==> config.mk <==
export PLATFORM = sky130hd
export DESIGN_NAME = dvp_frame_ctrl
export DESIGN_NICKNAME = d
export VERILOG_FILES = /design/src/rtl/dvp_pkg.sv /design/src/rtl/dvp_line_checker.sv /design/src/rtl/dvp_frame_ctrl.sv
export SDC_FILE = /design/constraint.sdc
export NUM_CORES = 1
export LEC_CHECK = 0
export CAP_MARGIN = 20
export CORE_AREA = 2 2 106 108
export CTS_BUF_LIST = sky130_fd_sc_hd__clkbuf_4 sky130_fd_sc_hd__clkbuf_8
export DETAILED_ROUTE_END_ITERATION = 12
export DIE_AREA = 0 0 108 110
export MAX_ROUTING_LAYER = met4
export PLACE_DENSITY_LB_ADDON = 0.1
export SKIP_LAST_GASP = 1
export SYNTH_ARGS = -nofsm -noshare
export SYNTH_HDL_FRONTEND = slang
export SYNTH_SLANG_ARGS = --single-unit
==> constraint.sdc <==
create_clock -name clk -period 3.4 [get_ports clk]
set_input_delay 0.68 -clock clk [delete_from_list [all_inputs] [get_ports clk]]
set_output_delay 0.68 -clock clk [all_outputs]
set_load 0.05 [all_outputs]
==> src/rtl/dvp_pkg.sv <==
// dvp_pkg: shared state encoding, entry flag positions and error bit indices for the DVP frame controller
package dvp_pkg;

    localparam int DEF_DATA_W = 8;
    localparam int DEF_CNT_W  = 16;

    // Flag positions are offsets above the data bits of an entry
    localparam int VSYNC_OFS = 1;
    localparam int HSYNC_OFS = 0;

    localparam int ERR_LINE_LEN    = 0;
    localparam int ERR_SHORT_FRAME = 1;

    typedef enum logic [1:0] {
        ST_IDLE,
        ST_WAIT_SOF,
        ST_CAPTURE
    } state_t;

    typedef enum logic [1:0] {
        ENT_EOL,
        ENT_PIX,
        ENT_SOF
    } entry_t;

    function automatic entry_t entry_kind(input logic vsync, input logic hsync);
        return vsync ? ENT_SOF : (hsync ? ENT_PIX : ENT_EOL);
    endfunction

endpackage

==> src/rtl/dvp_line_checker.sv <==
// dvp_line_checker: counts bytes per line and lines per frame, flags bad line length and frame end
module dvp_line_checker #(
    parameter int CNT_W = 16
) (
    input  logic             clk,
    input  logic             rst_n,
    input  logic             clr,
    input  logic             byte_inc,
    input  logic             eol,
    input  logic [CNT_W-1:0] line_len,
    input  logic [CNT_W-1:0] frame_h,
    output logic             line_err,
    output logic             frame_end
);

    logic [CNT_W-1:0] byte_cnt;
    logic [CNT_W-1:0] line_cnt;
    logic [CNT_W-1:0] line_nxt;

    assign line_nxt  = line_cnt + 1'b1;
    assign line_err  = eol && byte_cnt != line_len;
    assign frame_end = eol && line_nxt == frame_h;

    // Byte count saturates; an EOL closes the line and advances the line count
    always_ff @(posedge clk or negedge rst_n) begin
        if (!rst_n) begin
            byte_cnt <= '0;
            line_cnt <= '0;
        end else if (clr) begin
            byte_cnt <= '0;
            line_cnt <= '0;
        end else if (eol) begin
            byte_cnt <= '0;
            line_cnt <= frame_end ? '0 : line_nxt;
        end else if (byte_inc && byte_cnt != '1) begin
            byte_cnt <= byte_cnt + 1'b1;
        end
    end

endmodule

==> src/rtl/dvp_frame_ctrl.sv <==
// dvp_frame_ctrl: gates DVP capture to whole frames, forwards pixel bytes and checks frame geometry
module dvp_frame_ctrl
    import dvp_pkg::*;
#(
    parameter int DVP_DATA_W = DEF_DATA_W,
    parameter int PXL_INFO_W = DVP_DATA_W + 2,
    parameter int CNT_W      = DEF_CNT_W
) (
    input  logic                  clk,
    input  logic                  rst_n,
    input  logic [PXL_INFO_W-1:0] pxl_info_i,
    input  logic                  pxl_info_vld_i,
    output logic                  pxl_info_rdy_o,
    output logic [PXL_INFO_W-1:0] pxl_info_o,
    output logic                  pxl_info_vld_o,
    input  logic                  pxl_info_rdy_i,
    input  logic                  dcr_cam_start_i,
    input  logic                  dcr_cam_stop_i,
    input  logic                  dcr_single_i,
    input  logic [CNT_W-1:0]      dcr_line_len_i,
    input  logic [CNT_W-1:0]      dcr_frame_h_i,
    input  logic                  dcr_err_clr_i,
    output logic                  busy_o,
    output logic                  frame_done_o,
    output logic [CNT_W-1:0]      frame_cnt_o,
    output logic [1:0]            err_flags_o,
    output logic                  err_irq_o
);

    state_t           state;
    state_t           state_nxt;
    entry_t           kind;
    logic             single_q;
    logic [CNT_W-1:0] line_len_q;
    logic [CNT_W-1:0] frame_h_q;
    logic             stop_pend;
    logic             stop_pend_nxt;
    logic             capture;
    logic             pix;
    logic             launch;
    logic             sof_hs;
    logic             eol_hs;
    logic             line_err;
    logic             frame_end;
    logic [1:0]       err_new;

    assign kind    = entry_kind(pxl_info_i[DVP_DATA_W+VSYNC_OFS], pxl_info_i[DVP_DATA_W+HSYNC_OFS]);
    assign capture = state == ST_CAPTURE;
    assign pix     = capture && kind == ENT_PIX;
    assign launch  = state == ST_IDLE && dcr_cam_start_i && !dcr_cam_stop_i;
    assign sof_hs  = state != ST_IDLE && pxl_info_vld_i && kind == ENT_SOF;
    assign eol_hs  = capture && pxl_info_vld_i && kind == ENT_EOL;

    // Only pixel bytes seen while capturing reach downstream; everything else is drained
    assign pxl_info_o     = pxl_info_i;
    assign pxl_info_vld_o = pix && pxl_info_vld_i;
    assign pxl_info_rdy_o = pix ? pxl_info_rdy_i : 1'b1;
    assign busy_o         = state != ST_IDLE;

    assign err_new[ERR_LINE_LEN]    = line_err;
    assign err_new[ERR_SHORT_FRAME] = capture && sof_hs;

    dvp_line_checker #(
        .CNT_W(CNT_W)
    ) u_line_checker (
        .clk      (clk),
        .rst_n    (rst_n),
        .clr      (sof_hs),
        .byte_inc (pxl_info_vld_o && pxl_info_rdy_i),
        .eol      (eol_hs),
        .line_len (line_len_q),
        .frame_h  (frame_h_q),
        .line_err (line_err),
        .frame_end(frame_end)
    );

    // Next state; a stop during capture is deferred until the current frame completes
    always_comb begin
        state_nxt     = state;
        stop_pend_nxt = stop_pend;
        case (state)
            ST_IDLE:     state_nxt = launch ? ST_WAIT_SOF : ST_IDLE;
            ST_WAIT_SOF: state_nxt = dcr_cam_stop_i ? ST_IDLE : (sof_hs ? ST_CAPTURE : ST_WAIT_SOF);
            ST_CAPTURE: begin
                stop_pend_nxt = stop_pend || dcr_cam_stop_i;
                if (frame_end)
                    state_nxt = (single_q || stop_pend_nxt) ? ST_IDLE : ST_WAIT_SOF;
            end
            default:     state_nxt = ST_IDLE;
        endcase
        if (state_nxt == ST_IDLE)
            stop_pend_nxt = 1'b0;
    end

    // State register and pending stop
    always_ff @(posedge clk or negedge rst_n) begin
        if (!rst_n) begin
            state     <= ST_IDLE;
            stop_pend <= 1'b0;
        end else begin
            state     <= state_nxt;
            stop_pend <= stop_pend_nxt;
        end
    end

    // Configuration is frozen at start so mid-capture register writes cannot skew a frame
    always_ff @(posedge clk or negedge rst_n) begin
        if (!rst_n) begin
            single_q   <= 1'b0;
            line_len_q <= '0;
            frame_h_q  <= '0;
        end else if (launch) begin
            single_q   <= dcr_single_i;
            line_len_q <= dcr_line_len_i;
            frame_h_q  <= dcr_frame_h_i;
        end
    end

    // Frame completion, sticky errors (new events beat a clear) and interrupt pulse
    always_ff @(posedge clk or negedge rst_n) begin
        if (!rst_n) begin
            frame_done_o <= 1'b0;
            frame_cnt_o  <= '0;
            err_flags_o  <= '0;
            err_irq_o    <= 1'b0;
        end else begin
            frame_done_o <= frame_end;
            frame_cnt_o  <= frame_cnt_o + CNT_W'(frame_end);
            err_flags_o  <= (dcr_err_clr_i ? 2'b00 : err_flags_o) | err_new;
            err_irq_o    <= |err_new;
        end
    end

endmodule

[Word-level counts from Yosys, hierarchy flattened]
Index checks and enable logic that the tools add are counted.
Operators by class
  $add $sub $neg: 3
  eq/ne operators: 7
  muxes and demuxes: 18
  bitwise gates (word level): 1
  reduce and logical (&&, ||, !) cells: 24
Operators with widths (count)
  16-bit 2-to-1 mux: 6
  16-bit by 1-bit adder with 16-bit output (second input constant): 2
  16-bit by 1-bit adder with 16-bit output: 1
  16-bit equality test: 1
  16-bit inequality test: 1
  16-bit inequality test (second input constant): 1
  1-bit logical AND: 13
  2-bit 2-to-1 mux: 5
  2-bit zero test: 3
  1-bit 2-to-1 mux: 6
  2-bit one-hot mux with 3 select lines: 1
  2-bit nonzero test: 3
  2-bit by 1-bit equality test with 1-bit output (second input constant): 2
  2-bit equality test (second input constant): 2
  3-bit nonzero test: 1
  1-bit logical OR: 2
  2-bit bitwise OR: 1
  2-bit OR reduction: 1
  1-bit zero test: 1
Storage, ports and cells
  bits in registers: 88
  input bits: 50
  output and inout bits: 33
  word-level logic and storage cells: 64

[Logic depth before layout (Yosys ltp)]
  word-level depth: 10
  depth in mapped cells: 15

[By module]
Synthesis repeated with hierarchy kept, for this count alone.
Unflattened totals
  cells, all modules: 474
  area total of the unflattened synthesis: 4981.0 µm²
By module, submodules not included
  dvp_line_checker: instances 1, cells an instance 306, area an instance 2653.8 µm², sequential area each 800.8 µm²
  dvp_frame_ctrl: instances 1, cells an instance 168, area an instance 2327.2 µm², sequential area each 1401.3 µm²

[Worst setup path before layout]
No wires, ideal clock.
  path kind: input to register
  start: in pxl_info_i[9]
  end: reg frame_cnt_o[12]
  arrival: 3166 ps
  setup slack: 92 ps
  stages: 13
  cell sequence: nor2_1 > nand3b_1 > a2111oi_0 > nand4b_1 > or4_1 > buf_2 > inv_1 > ha_1 > ha_1 > and2_1 > and3_1 > nand2_1 > xnor2_1
Between the ends
  longest elaborated chain between the ends: 5
RTL lines
  from (decl): line dvp_frame_ctrl.sv:11  | input logic [PXL_INFO_W-1:0] pxl_info_i,
  2-bit 2-to-1 mux: line dvp_pkg.sv:27  | return vsync ? ENT_SOF : (hsync ? ENT_PIX : ENT_EOL);
  2-bit zero test: line dvp_frame_ctrl.sv:52  | assign eol_hs = capture && pxl_info_vld_i && kind == ENT_EOL;
  1-bit logical AND: line dvp_frame_ctrl.sv:52
  1-bit logical AND: line dvp_line_checker.sv:22  | assign frame_end = eol && line_nxt == frame_h;
  named net frame_end: line dvp_frame_ctrl.sv:44  | logic frame_end;
  16-bit by 1-bit adder with 16-bit output: line dvp_frame_ctrl.sv:128  | frame_cnt_o <= frame_cnt_o + CNT_W'(frame_end);
  to (signal assigned): line dvp_frame_ctrl.sv:128
  to (decl): line dvp_frame_ctrl.sv:25  | output logic [CNT_W-1:0] frame_cnt_o,
The timed path passes the listed nets, and every way through them passes these cells.
A chain may end at the register's enable or synchronous reset.

[Worst setup path after layout]
  start: in pxl_info_vld_i
  end: reg frame_cnt_o[12]
Between the ends
  longest elaborated chain between the ends: 4
RTL lines
  from (decl): line dvp_frame_ctrl.sv:12  | input logic pxl_info_vld_i,
  1-bit logical AND (2 in a row): line dvp_frame_ctrl.sv:52
  1-bit logical AND: line dvp_line_checker.sv:22
  named net frame_end: line dvp_frame_ctrl.sv:44
  16-bit by 1-bit adder with 16-bit output: line dvp_frame_ctrl.sv:128
The timed path passes the listed nets, and every way through them passes these cells.

==> flow_summary.json <==
{
  "grtUsageTotal_pct": 21.2,
  "r2r-end": "frame_cnt_o[12]",
  "cts.path.max_buffers": 2,
  "avgSynthCellArea_sq_um": 10.1,
  "die_h_um": 110,
  "hpwl_um": 8040,
  "wl_per_cell_um": 16.1,
  "grt_max_degree": 58,
  "ff2ff_setup_slack_ns": 0.22,
  "synth-seq-cells": 88,
  "clk_latency_ns": 0.38,
  "ys_async_sr_fraction_pct": 100,
  "fillCellCount": 959,
  "grt_overflow": 0,
  "dominantRegCellSynth": "dfrtp_1",
  "hold_path_class": "primary input to async pin",
  "layout_commonest_cell": "dfrtp_1",
  "final_area_sq_um": 5920,
  "syn_nets": 524,
  "post_cts_buffers": 0,
  "max_freq_ghz": 0.309,
  "tritoncts": "yes",
  "die_x_um": 108,
  "ios": 83,
  "diodes": 0,
  "synth-edff-count": 0,
  "cts_buffers": 9,
  "drt-initial-drc-count": 193,
  "ir_drop_mv": 0.280,
  "rsz0062_at_grt": "false",
  "synth_cell_types": 54,
  "core_sq_um": 10700,
  "drt_pre_antenna_iters": 4,
  "dieArea_sq_um": 11900,
  "clock_skew_ns": 0.0139,
  "tightestPinTransition_ns": 0.742,
  "cts.sinks": 88,
  "slew_viol_final": 0,
  "area_growth_syn_to_layout_pct": 24.4,
  "min_period_ns": 3.24,
  "viasPerCell": 5.48,
  "drive_gt1_share_pct": 19.0,
  "nets": 603,
  "final-hold-violation-count": 0,
  "place_congestion": 0.871,
  "finalSetupTns_ns": 0,
  "max-cap-violations": 0,
  "initial_core_util_pct": 44.5,
  "yosysSeqAreaShare_pct": 46.3,
  "p_leak_nw": 2.47,
  "wl_met3_um": 521,
  "rows": 38,
  "clkTransAtPathRegs_ns": 0.08,
  "root_buffer": "clkbuf_8",
  "antenna_found_initial": 0,
  "finish.utilization_pct": 55.3,
  "hold_ws_ns": 0.360,
  "min_period_over_period_pct": 95.2,
  "worstPathArrival_ns": 3.49,
  "grt_pass1_vias": 3863,
  "setup_viol": 0,
  "post_dp_cell_area_sq_um": 5660,
  "cp_max_fo": 3,
  "routed.top_layer": "met4",
  "drcViolationCount": 0,
  "cts_resized": 0,
  "worst-r2r-cell-count": 14,
  "routed_wl_um": 11200,
  "synth.cell_area_sq_um": 4760,
  "power_mw": 2.47,
  "ant_nets": 0,
  "seq_area_sq_um": 2200,
  "route.vias.total": 3796,
  "critical_path_class": "primary input to register",
  "crit_end": "frame_cnt_o[12]",
  "grt_pass1_wl_um": 18800,
  "synthCells": 470,
  "layout_common_cells": "dfrtp_1 (86), clkdlybuf4s50_1 (64), nand2_1 (46)",
  "yosysWarnings": 0,
  "drt-met1-wl_um": 5090,
  "r2r-start": "u_line_checker.line_cnt[1]",
  "cp-end-kind": "register",
  "cts_hold_buf": 0,
  "powerDensity_nw_per_um2": 417,
  "cp-start-kind": "primary input",
  "cts_max_level": 3,
  "slew_headroom_pct": 50.5,
  "outcome": "complete, no violations",
  "multi_input_area_sq_um": 2360,
  "cp.required_ns": 3.66,
  "critPathLaunch": "pxl_info_vld_i",
  "port-buffer-count": 66,
  "dr_wl_met2_um": 5340
}
==> cell usage after synthesis (2+ instances only) <==
library cell   n  area (sq um)
xor2_1        32           280
nand4_1       16           100
xnor2_1       27           236
nand3_1       30           150
or3b_1         2          17.5
nand3b_1       5          37.5
nor3b_1        2          15.0
nand2b_1       2          12.5
and3_1        11          68.8
nor4_1        12          75.1
o22ai_1        3          18.8
nor3_1         6          30.0
nand4b_1       3          26.3
ha_1           4          50.1
nor2b_1        3          18.8
o21ai_0       10          50.1
inv_1         10          37.5
nor2_1        26          97.6
mux2i_1        4          40.0
a21oi_1        7          35.0
buf_2          9          45.0
dfrtp_1       88          2200
a31oi_1        9          56.3
buf_4         14           105
or4_1          3          22.5
and2_1         6          37.5
or3_1          3          18.8
o31ai_1        3          22.5
clkbuf_1      11          41.3
or2_2          2          12.5
and4_1         2          17.5
mux2_2        33           372
o211ai_1       6          45.0
nand2_1       46           173
==> metal layers <==
layer | vias up | track usage (%)
met2 | 88 | 33.6
met5 | - | -
met4 | 0 | 7.69
met3 | 21 | 5.17
met1 | 1870 | 26.6
li1 | 1817 | -
==> power breakdown <==
| group | leakage, nW | total (mW) | internal, mW | switching [mW] |
|---|---|---|---|---|
| clock | 0.0976 | 0.754 | 0.377 | 0.377 |
| sequential | 1.14 | 1.26 | 1.16 | 0.0958 |
| combinational | 1.23 | 0.455 | 0.252 | 0.203 |
==> flip-flops by register name, indices dropped and copies added (netlist names) <==
signal                   cells
state                        2
frame_done_o                 1
err_flags_o                  2
u_line_checker.byte_cnt     16
err_irq_o                    1
frame_cnt_o                 16
u_line_checker.line_cnt     16
stop_pend                    1
frame_h_q                   16
single_q                     1
line_len_q                  16
==> cell families after synthesis <==
kind of cell,Yosys count,share of synthesized area [%]
adder cells (fa/ha/maj),4,1.05
flip-flops,88,46.3
AO/OA/AOI/OAI,53,7.50
AND/OR/NAND/NOR,184,20.6
XOR/XNOR,59,10.9
multiplexers,37,8.65
buffers and inverters,45,5.05
==> metrics by stage <==
| step | cells | worst slack [ns] |
|---|---|---|
| after global routing | 693 | 0.0282 |
| after detailed placement | 677 | -0.365 |
| after CTS | 692 | 0.00691 |
| after floorplan | 470 | 0.0925 |
| final | 693 | 0.165 |
| after global placement | 677 | -0.180 |
==> area by class of cell <==
class,count,area share (%)
Timing Repair Buffer,103,15.8
Tap cell,140,2.96
Sequential cell,88,37.3
Clock buffer,11,2.56
Clock inverter,4,0.909
Multi-Input combinational cell,337,39.9
Inverter,10,0.635
==> how the worst min path moves through the flow <==
stage	startpoint	endpoint	slack (ns)	depth (start not counted)
3_5_place_dp	frame_cnt_o[15]	frame_cnt_o[15]	0.47	1
5_1_grt	rst_n	frame_h_q[5]	0.42	1
2_1_floorplan	rst_n	err_flags_o[0]	0.38	0
4_1_cts	rst_n	single_q	0.39	1
6_report	rst_n	frame_h_q[5]	0.36	1
3_3_place_gp	frame_cnt_o[15]	frame_cnt_o[15]	0.47	1
==> critical path, cell delays in order <==
cell             delay (ns)
clkdlybuf4s50_1        0.49
and2_1                 0.15
nand3b_1               0.13
a2111oi_2              0.36
nand4b_1               0.15
or4_4                  0.57
inv_1                  0.10
ha_1                   0.18
ha_1                   0.17
and2_1                 0.14
and3_1                 0.17
nand2_1                0.07
xnor2_1                0.12
Power figures use the tool's default switching activity.
